[src/rtl/jk_pkg.sv]
`default_nettype none
// ==========================================================================
// jk_pkg : mode encodings shared by the JK universal register
// Revision: 1.0
// ==========================================================================
package jk_pkg;

   localparam logic [1:0] MODE_JK  = 2'b00;
   localparam logic [1:0] MODE_SHL = 2'b01;
   localparam logic [1:0] MODE_SHR = 2'b10;
   localparam logic [1:0] MODE_CNT = 2'b11;

endpackage : jk_pkg
`default_nettype wire

[src/rtl/jk_bit.sv]
`default_nettype none
// ==========================================================================
// jk_bit : combinational JK next-state cell (hold / clear / set / toggle)
// Revision: 1.0
// ==========================================================================
module jk_bit (
   input  logic q,
   input  logic j,
   input  logic k,
   output logic q_next
);

   always_comb begin
      q_next = q;
      case ({j, k})
         2'b00:   q_next = q;
         2'b01:   q_next = 1'b0;
         2'b10:   q_next = 1'b1;
         default: q_next = ~q;
      endcase
   end

endmodule : jk_bit
`default_nettype wire

[src/rtl/jk_universal_reg.sv]
`default_nettype none
// ==========================================================================
// jk_universal_reg : WIDTH-bit JK / shift-left / shift-right / count register
// Revision: 1.0
// ==========================================================================
module jk_universal_reg
   import jk_pkg::*;
#(
   parameter int               WIDTH     = 4,
   parameter logic [WIDTH-1:0] RESET_VAL = {WIDTH{1'b0}}
) (
   input  logic             clk,
   input  logic             reset,
   input  logic             en,
   input  logic             clr,
   input  logic [1:0]       mode,
   input  logic [WIDTH-1:0] j,
   input  logic [WIDTH-1:0] k,
   input  logic             ser_in,
   input  logic             up_dn,
   output logic [WIDTH-1:0] q,
   output logic             ser_out,
   output logic             tc
);

   logic [WIDTH-1:0] jk_next;
   logic [WIDTH-1:0] shl_next;
   logic [WIDTH-1:0] shr_next;
   logic [WIDTH-1:0] cnt_next;
   logic [WIDTH-1:0] q_next;

   generate
      for (genvar i = 0; i < WIDTH; i++) begin : g_bit
         jk_bit u_bit (
            .q      (q[i]),
            .j      (j[i]),
            .k      (k[i]),
            .q_next (jk_next[i])
         );
      end

      // A single-bit register has no neighbours, so both shifts just load ser_in
      if (WIDTH > 1) begin : g_shift_wide
         assign shl_next = {q[WIDTH-2:0], ser_in};
         assign shr_next = {ser_in, q[WIDTH-1:1]};
      end else begin : g_shift_one
         assign shl_next = ser_in;
         assign shr_next = ser_in;
      end
   endgenerate

   assign cnt_next = up_dn ? (q + WIDTH'(1)) : (q - WIDTH'(1));

   always_comb begin
      q_next = jk_next;
      case (mode)
         MODE_SHL: q_next = shl_next;
         MODE_SHR: q_next = shr_next;
         MODE_CNT: q_next = cnt_next;
         default:  q_next = jk_next;
      endcase
   end

   always_ff @(posedge clk or negedge reset) begin
      if (!reset) begin
         q <= RESET_VAL;
      end else if (clr) begin
         q <= RESET_VAL;
      end else if (en) begin
         q <= q_next;
      end
   end

   always_comb begin
      ser_out = 1'b0;
      case (mode)
         MODE_SHL: ser_out = q[WIDTH-1];
         MODE_SHR: ser_out = q[0];
         default:  ser_out = 1'b0;
      endcase
   end

   // Flags the count that will wrap on the next enabled edge; a pending clear masks it
   assign tc = (mode == MODE_CNT) && en && !clr && (up_dn ? (&q) : (~|q));

endmodule : jk_universal_reg
`default_nettype wire
[config.mk]
export PLATFORM = sky130hd
export DESIGN_NAME = jk_universal_reg
export DESIGN_NICKNAME = d
export VERILOG_FILES = /design/src/rtl/jk_pkg.sv /design/src/rtl/jk_bit.sv /design/src/rtl/jk_universal_reg.sv
export SDC_FILE = /design/constraint.sdc
export NUM_CORES = 1
export LEC_CHECK = 0
export CORE_AREA = 4 4 41 43
export DETAILED_ROUTE_END_ITERATION = 7
export DIE_AREA = 0 0 45 47
export HOLD_SLACK_MARGIN = 0.03
export PLACE_DENSITY = 0.74
export SYNTH_ARGS = -nofsm -noshare
export SYNTH_HDL_FRONTEND = slang
export SYNTH_HIERARCHICAL = 1
export SYNTH_SLANG_ARGS = --single-unit
[constraint.sdc]
create_clock -name clk -period 2.1 [get_ports clk]
set_input_delay 0.42 -clock clk [delete_from_list [all_inputs] [get_ports clk]]
set_output_delay 0.42 -clock clk [all_outputs]
set_load 0.05 [all_outputs]
==> results of run 1 <==
metrics by stage:
step | setup TNS [ns] | hold slack [ns] | setup slack, ns | power [W] | area, um^2
4_1_cts | -0.0171 | 0.383 | -0.0171 | 0.000353 | 857
5_1_grt | -0.0569 | 0.390 | -0.0353 | 0.000373 | 865
3_5_place_dp | -0.166 | 0.637 | -0.127 | 0.000250 | 827
3_3_place_gp | -0.134 | 0.628 | -0.125 | 0.000248 | 827
2_1_floorplan | 0 | 0.124 | 0.0184 | 0.000172 | 513
6_report | 0 | 0.386 | 0.00160 | 0.000351 | 865
what timing repair did:
action / CTS / global route
resized for setup: 4 / 2
setup endpoints to repair: 1 / 2
pin swaps: 2 / 2
setup buffers: 0 / 0
endpoints found under the hold margin: 0 / 0
gates cloned: 0 / 0
area by class of cell:
| type | instances | area [um^2] |
|---|---|---|
| well taps | 15 | 18.8 |
| fillers | 119 | 437 |
| inverters | 12 | 45.0 |
| flip-flops and latches | 4 | 103 |
| multi-input cells | 44 | 382 |
| clock buffers | 3 | 22.5 |
| repair buffers | 30 | 294 |
power groups by stage:
stage / sequential [W] / clock, W / combinational (W)
2_1_floorplan: 0.000113 / 0 / 0.0000587
4_1_cts: 0.0000889 / 0.0000979 / 0.000166
3_5_place_dp: 0.0000893 / 0 / 0.000161
3_3_place_gp: 0.0000891 / 0 / 0.000158
5_1_grt: 0.0000897 / 0.000104 / 0.000179
6_report: 0.0000890 / 0.0000946 / 0.000168
cell usage after synthesis, types with 2 or more instances:
cell type / n
inv_1: 12
ha_1: 6
a21oi_1: 4
dfrtp_1: 4
mux2i_1: 4
a22oi_1: 3
o211ai_1: 3
o21ai_0: 3
a21o_1: 2
or2b_1: 2
xor2_1: 2
worst paths after layout:
check / endpoint / start / slack (ns)
worst max-delay path: tc / q[1]$_DFFE_PN0P_ / 0.002
worst min-delay path: q[2]$_DFFE_PN0P_ / reset / 0.39
worst max register to register: q[2]$_DFFE_PN0P_ / q[0]$_DFFE_PN0P_ / 0.41
worst min register to register: q[2]$_DFFE_PN0P_ / q[2]$_DFFE_PN0P_ / 0.70
max in group asynchronous: q[1]$_DFFE_PN0P_ / reset / 1.54
min in group clk: q[2]$_DFFE_PN0P_ / q[2]$_DFFE_PN0P_ / 0.70
routing by layer:
metal  GRT usage  wire length (um)  up-vias
met4      0.0702                 8        0
met3      0.0115                55        2
met5           0                 0        -
li1            -                 -      284
met2       0.263               822       21
met1       0.189               595      281
logic make-up after synthesis:
group                      Yosys count
and+or+nand+nor                     10
muxes                                4
xor gates and xnor gates             3
DFF                                  4
AOI/OAI and AO/OA                   20
adders and majority gates            7
buffers and inverters               12
critical path: stages, from the launching register on:
cell and delay, ns:
dfrtp_2 0.39, or4_4 0.53, o21ai_2 0.14, and4_4 0.25
buf_12 0.13
==> key figures, run 1 <==
Finish
  – Commonest non-fill, non-tap cell in the layout: clkdlybuf4s50_1
  – Utilization after layout: 0.664
  – Largest register by flop count: q
  – Most frequent cells in the layout: clkdlybuf4s50_1 (17), inv_1 (12), buf_4 (10), ha_1 (6)
  – Area Overhead vs Synth: 69.8%
  – Share of layout cells above drive strength 1: 0.247
  – Nets: 118
  – Non-Filler Instances: approximately 110
  – Largest regs: q x4
  – Antenna cells: 0
  – Max reg flops: 4

Timing
  – Slew @ Worst Pin: 0.492 ns
  – Fin crit period: 2.10 ns
  – RSZ-0062 raised after global routing: true
  – Relative slew slack: 0.671
  – Period utilisation layout: 0.999
  – Fmax: 477 MHz
  – Clock Skew: 0.000475 ns
  – Final hold violation count: 0
  – Final Max Slew Viols: 0
  – Endpoints failing setup: 0

Logic synthesis
  – EDFF count, synth: 0
  – Multiplexer area fraction after synthesis: 0.0786
  – Yosys warns: 6
  – Largest family of logic cells by synthesized area: compound AO/OA/AOI/OAI gates
  – Fraction of the mapped netlist area in simple logic gates: 0.125
  – Seq/Total Area, Yosys: 0.197
  – Syn Nets: 83
  – Synth Area in Adders: 0.187
  – Post-synthesis compound-gate area fraction: 0.273
  – Avg Inst Size Synth: 8.49 um^2
  – Top_reg_cell synth: dfrtp_1
  – Number of distinct library cells after synthesis: 26
  – XOR/XNOR share of the synthesized area: 0.0516
  – Mapped Cells: 60
  – Post-synth top area share: 0.197
  – Area contributors post-synth: dfrtp_1 (20%), ha_1 (15%), inv_1 (8.8%)
  – #FFs+latches synth: 4
  – Largest area contributor in the netlist: dfrtp_1
  – Synth async-reset ratio: 1.00
  – Cell area after synthesis: between 500 and 600 um^2

CTS
  – TritonCTS buffer count: 3
  – Clock root cell: clkbuf_4
  – CTS Buffer Depth: 2
  – Hold_buf cts: 0
  – CTS clk-pin slew, worst paths: around 0.040 ns
  – H-Tree Depth: 1
  – Clk sinks: 4
  – Clk_lat worst skew: ~0.23 ns
  – CTS tree: yes

Placement
  – Port bufs: 21
  – Cells after DPL: 105
  – RD Place Congestion: 0.790
  – Hpwl dp: around 1.2 mm

GRT
  – Vias in the first global route: 546
  – First-pass GRT wire length: 2.26 mm
  – GRT Overall Usage: 0.151
  – GRT overflow: 0
  – Initial antenna violation count: 0
  – Pin count of the biggest net entering global routing: 9

Critical path
  – CP Capture Type: primary output
  – Worst EP arrival: 1.68 ns
  – Critical path class: flip-flop to primary output
  – Crit path required time: ~1.7 ns
  – Critical Path Start Type: flip-flop
  – Worst R2R Path Depth: 7
  – Crit path max fanout: 2

Die
  – Starting density of the core: 0.391
  – Ports: 22
  – DIE HEIGHT: between 40 and 50 um
  – FP Rows: 13
  – Core area: 1300 um^2
  – Die X: 45 um
  – Die area: 2120 um^2

Power and ir drop
  – Comb power frac: 0.477
  – P_sw: 0.000119 W
  – Sw frac: 0.340
  – Int Pwr: 0.000232 W
  – Worst IR drop on VDD: 0.000168 V
  – Pleak: about 0.4 nW
  – Power per standard cell area: 406 nW/um^2
  – Clock power share: 0.269
  – Part of the power in registers: 0.253

Route
  – Vias per cell: 5.44
  – Post-route ant nets: 0
  – Starting DRC count in detailed routing: 17
  – Routed len/inst: 13.7 um
  – Routed WL: about 1.5 mm
  – Vias: about 600
  – Initial DRT Pass Iterations: 4
  – DR DRC count: 0

Run status
  – Outcome: complete, no violations

Hold path
  – Min-Delay Path Class: primary input to async pin

Job
  – Max-capacitance violation count: 0
(Power assumes the default switching activity.)
==> run 2, diff against run 1 <==
- SETUP_SLACK_MARGIN: not set -> 0.02
==> run 2 against run 1 <==
Sequential power up 0.4%. Via count fell by 6.8%. Wire length is 7.2% lower. Largest cell class unchanged. Cell area rose by 1.0%. Count of clock-buffer cells in the layout up 1. Power rose by 1.3%. Clock skew is 0.0042 ns higher. Final cell count increased by 0.93%.
==> key figures, run 2 (synthesis results as in run 1) <==
Critical path
  – Critical Path Start Type: flip-flop
  – CP Capture Type: primary output
  – Worst EP arrival: about 1.6 ns
  – Slowest CP cell: or4_4
  – RR Endpoint: q[2]$_DFFE_PN0P_
  – RR Startpoint: q[0]$_DFFE_PN0P_
  – Worst Setup SP: q[0]$_DFFE_PN0P_
  – Reg2Reg Setup Slack: 0.43 ns
  – Crit path to: tc
  – CP max stage delay: approximately 0.51 ns
  – Crit path max fanout: 2
  – Critical path class: flip-flop to primary output
  – Worst R2R Path Depth: 7
  – Crit path required time: 1.68 ns
  – CP cell instances: or4_4, o21ai_2, and4_4, buf_12

Die
  – DIE HEIGHT: roughly 47 um
  – Starting density of the core: 0.391
  – FP Rows: 13
  – Core area: 1300 um^2
  – Die X: 45 um
  – Ports: 22
  – Die area: 2120 um^2

Run status
  – Outcome: complete, no violations

CTS
  – TritonCTS buffer count: 3
  – Hold_buf cts: 0
  – Clk sinks: 4
  – CTS Buffer Depth: 2
  – CTS tree: yes
  – Setup Buffers After CTS: 0
  – H-Tree Depth: 1
  – Clock root cell: clkbuf_4
  – Clk_lat worst skew: 0.23 ns
  – CTS clk-pin slew, worst paths: 0.04 ns

Timing
  – Fin crit period: 2.06 ns
  – Fmax: 486 MHz
  – Final Max Slew Viols: 0
  – RSZ-0062 raised after global routing: true
  – Clock Skew: around 0.0047 ns
  – Period utilisation layout: 0.981
  – Final hold violation count: 0
  – WHS: ~0.4 ns
  – Relative slew slack: 0.662
  – Slew @ Worst Pin: 0.505 ns
  – Endpoints failing setup: 0

Route
  – Routed WL: 1.38 mm
  – Routed len/inst: 12.6 um
  – Vias per cell: 5.03
  – Starting DRC count in detailed routing: 11
  – Initial DRT Pass Iterations: 4
  – Post-route ant nets: 0
  – DR DRC count: 0
  – Vias: about 550

Placement
  – Cells after DPL: 105
  – Hpwl dp: 1.14 mm
  – Port bufs: 21
  – RD Place Congestion: 0.792

Finish
  – Commonest non-fill, non-tap cell in the layout: clkdlybuf4s50_1
  – Largest regs: q x4
  – Largest register by flop count: q
  – Area Overhead vs Synth: 71.5%
  – Antenna cells: 0
  – Most frequent cells in the layout: clkdlybuf4s50_1 (17), inv_1 (12), buf_4 (10), ha_1 (5)
  – Max reg flops: 4
  – Non-Filler Instances: 109
  – Nets: about 120
  – Share of layout cells above drive strength 1: 0.266

Power and ir drop
  – Tot Pwr: 0.000356 W
  – Power per standard cell area: 407 nW/um^2
  – Worst IR drop on VDD: 0.000151 V
  – Pleak: 0.399 nW

GRT
  – Initial antenna violation count: 0
  – GRT Overall Usage: 0.144
  – First-pass GRT wire length: 2.27 mm
  – Pin count of the biggest net entering global routing: 9
  – GRT overflow: 0
  – Vias in the first global route: 579

Job
  – Max-capacitance violation count: 0

Hold path
  – Min-Delay Path Class: primary input to async pin
## run 2: cell count changes in the layout (fill, tap and decap cells not counted), sizes merged
| cell | before | now |
|---|---|---|
| clkbuf | 3 | 4 |
| clkdlybuf4s15 | 0 | 1 |
| dlygate4sd2 | 1 | 0 |
## run 2: critical path: cells and delay by family (launching register included)
family | cells | cell delay, ns
compound gates | 1 | 0.14
buf+inv | 1 | 0.13
flops | 1 | 0.40
simple gates | 2 | 0.75
## run 2: area by class of cell
class / instances / area [um^2]
Inverter: 12 / 45.0
Timing Repair Buffer: 30 / 295
Clock buffer: 4 / 26.3
Sequential cell: 4 / 104
Fill cell: 113 / 428
Tap cell: 15 / 18.8
Multi-Input combinational cell: 44 / 384
## run 2: report_power, final
group / internal, W / switching, W
clock: 0.0000712 / 0.0000291
combinational: 0.0000851 / 0.0000810
sequential: 0.0000835 / 0.00000592
## run 2: how the worst min path moves through the flow
stage / from / to / slack [ns] / depth (start not counted)
after global routing: reset / q[3]$_DFFE_PN0P_ / 0.39 / 1
final: reset / q[3]$_DFFE_PN0P_ / 0.39 / 1
after floorplan: reset / q[0]$_DFFE_PN0P_ / 0.12 / 0
after detailed placement: reset / q[2]$_DFFE_PN0P_ / 0.64 / 1
after global placement: reset / q[2]$_DFFE_PN0P_ / 0.63 / 1
after CTS: reset / q[3]$_DFFE_PN0P_ / 0.40 / 1
## run 2: timing repair
action | 4_1_cts | 5_1_grt
pin swaps | 3 | 1
hold endpoints to repair | 0 | 0
resized for setup | 7 | 1
setup endpoints to repair | 2 | 2
## run 2: stage by stage
stage	instance area [um^2]	setup WS, ns	TNS, ns	utilization
3_5_place_dp	828	-0.132	-0.154	0.637
4_1_cts	871	-0.000832	-0.000832	0.669
3_3_place_gp	828	-0.125	-0.134	0.637
2_1_floorplan	514	0.0898	0	-
5_1_grt	873	-0.0121	-0.0121	0.671
6_report	873	0.0409	0	0.671
## run 2: per-layer routing
layer / routed length [um] / vias up / share of wire / global-route usage
met5: 0 / - / 0 / 0
met4: 25 / 0 / 0.018 / 0.0585
met3: 62 / 2 / 0.045 / 0.0153
met2: 722 / 17 / 0.52 / 0.271
met1: 564 / 243 / 0.41 / 0.166
li1: - / 286 / - / -
==> run 3, diff against run 2 <==
- SLEW_MARGIN: not set -> 40
==> results of run 3 <==
Final layout, timing and power as in run 2 (identical DEF).
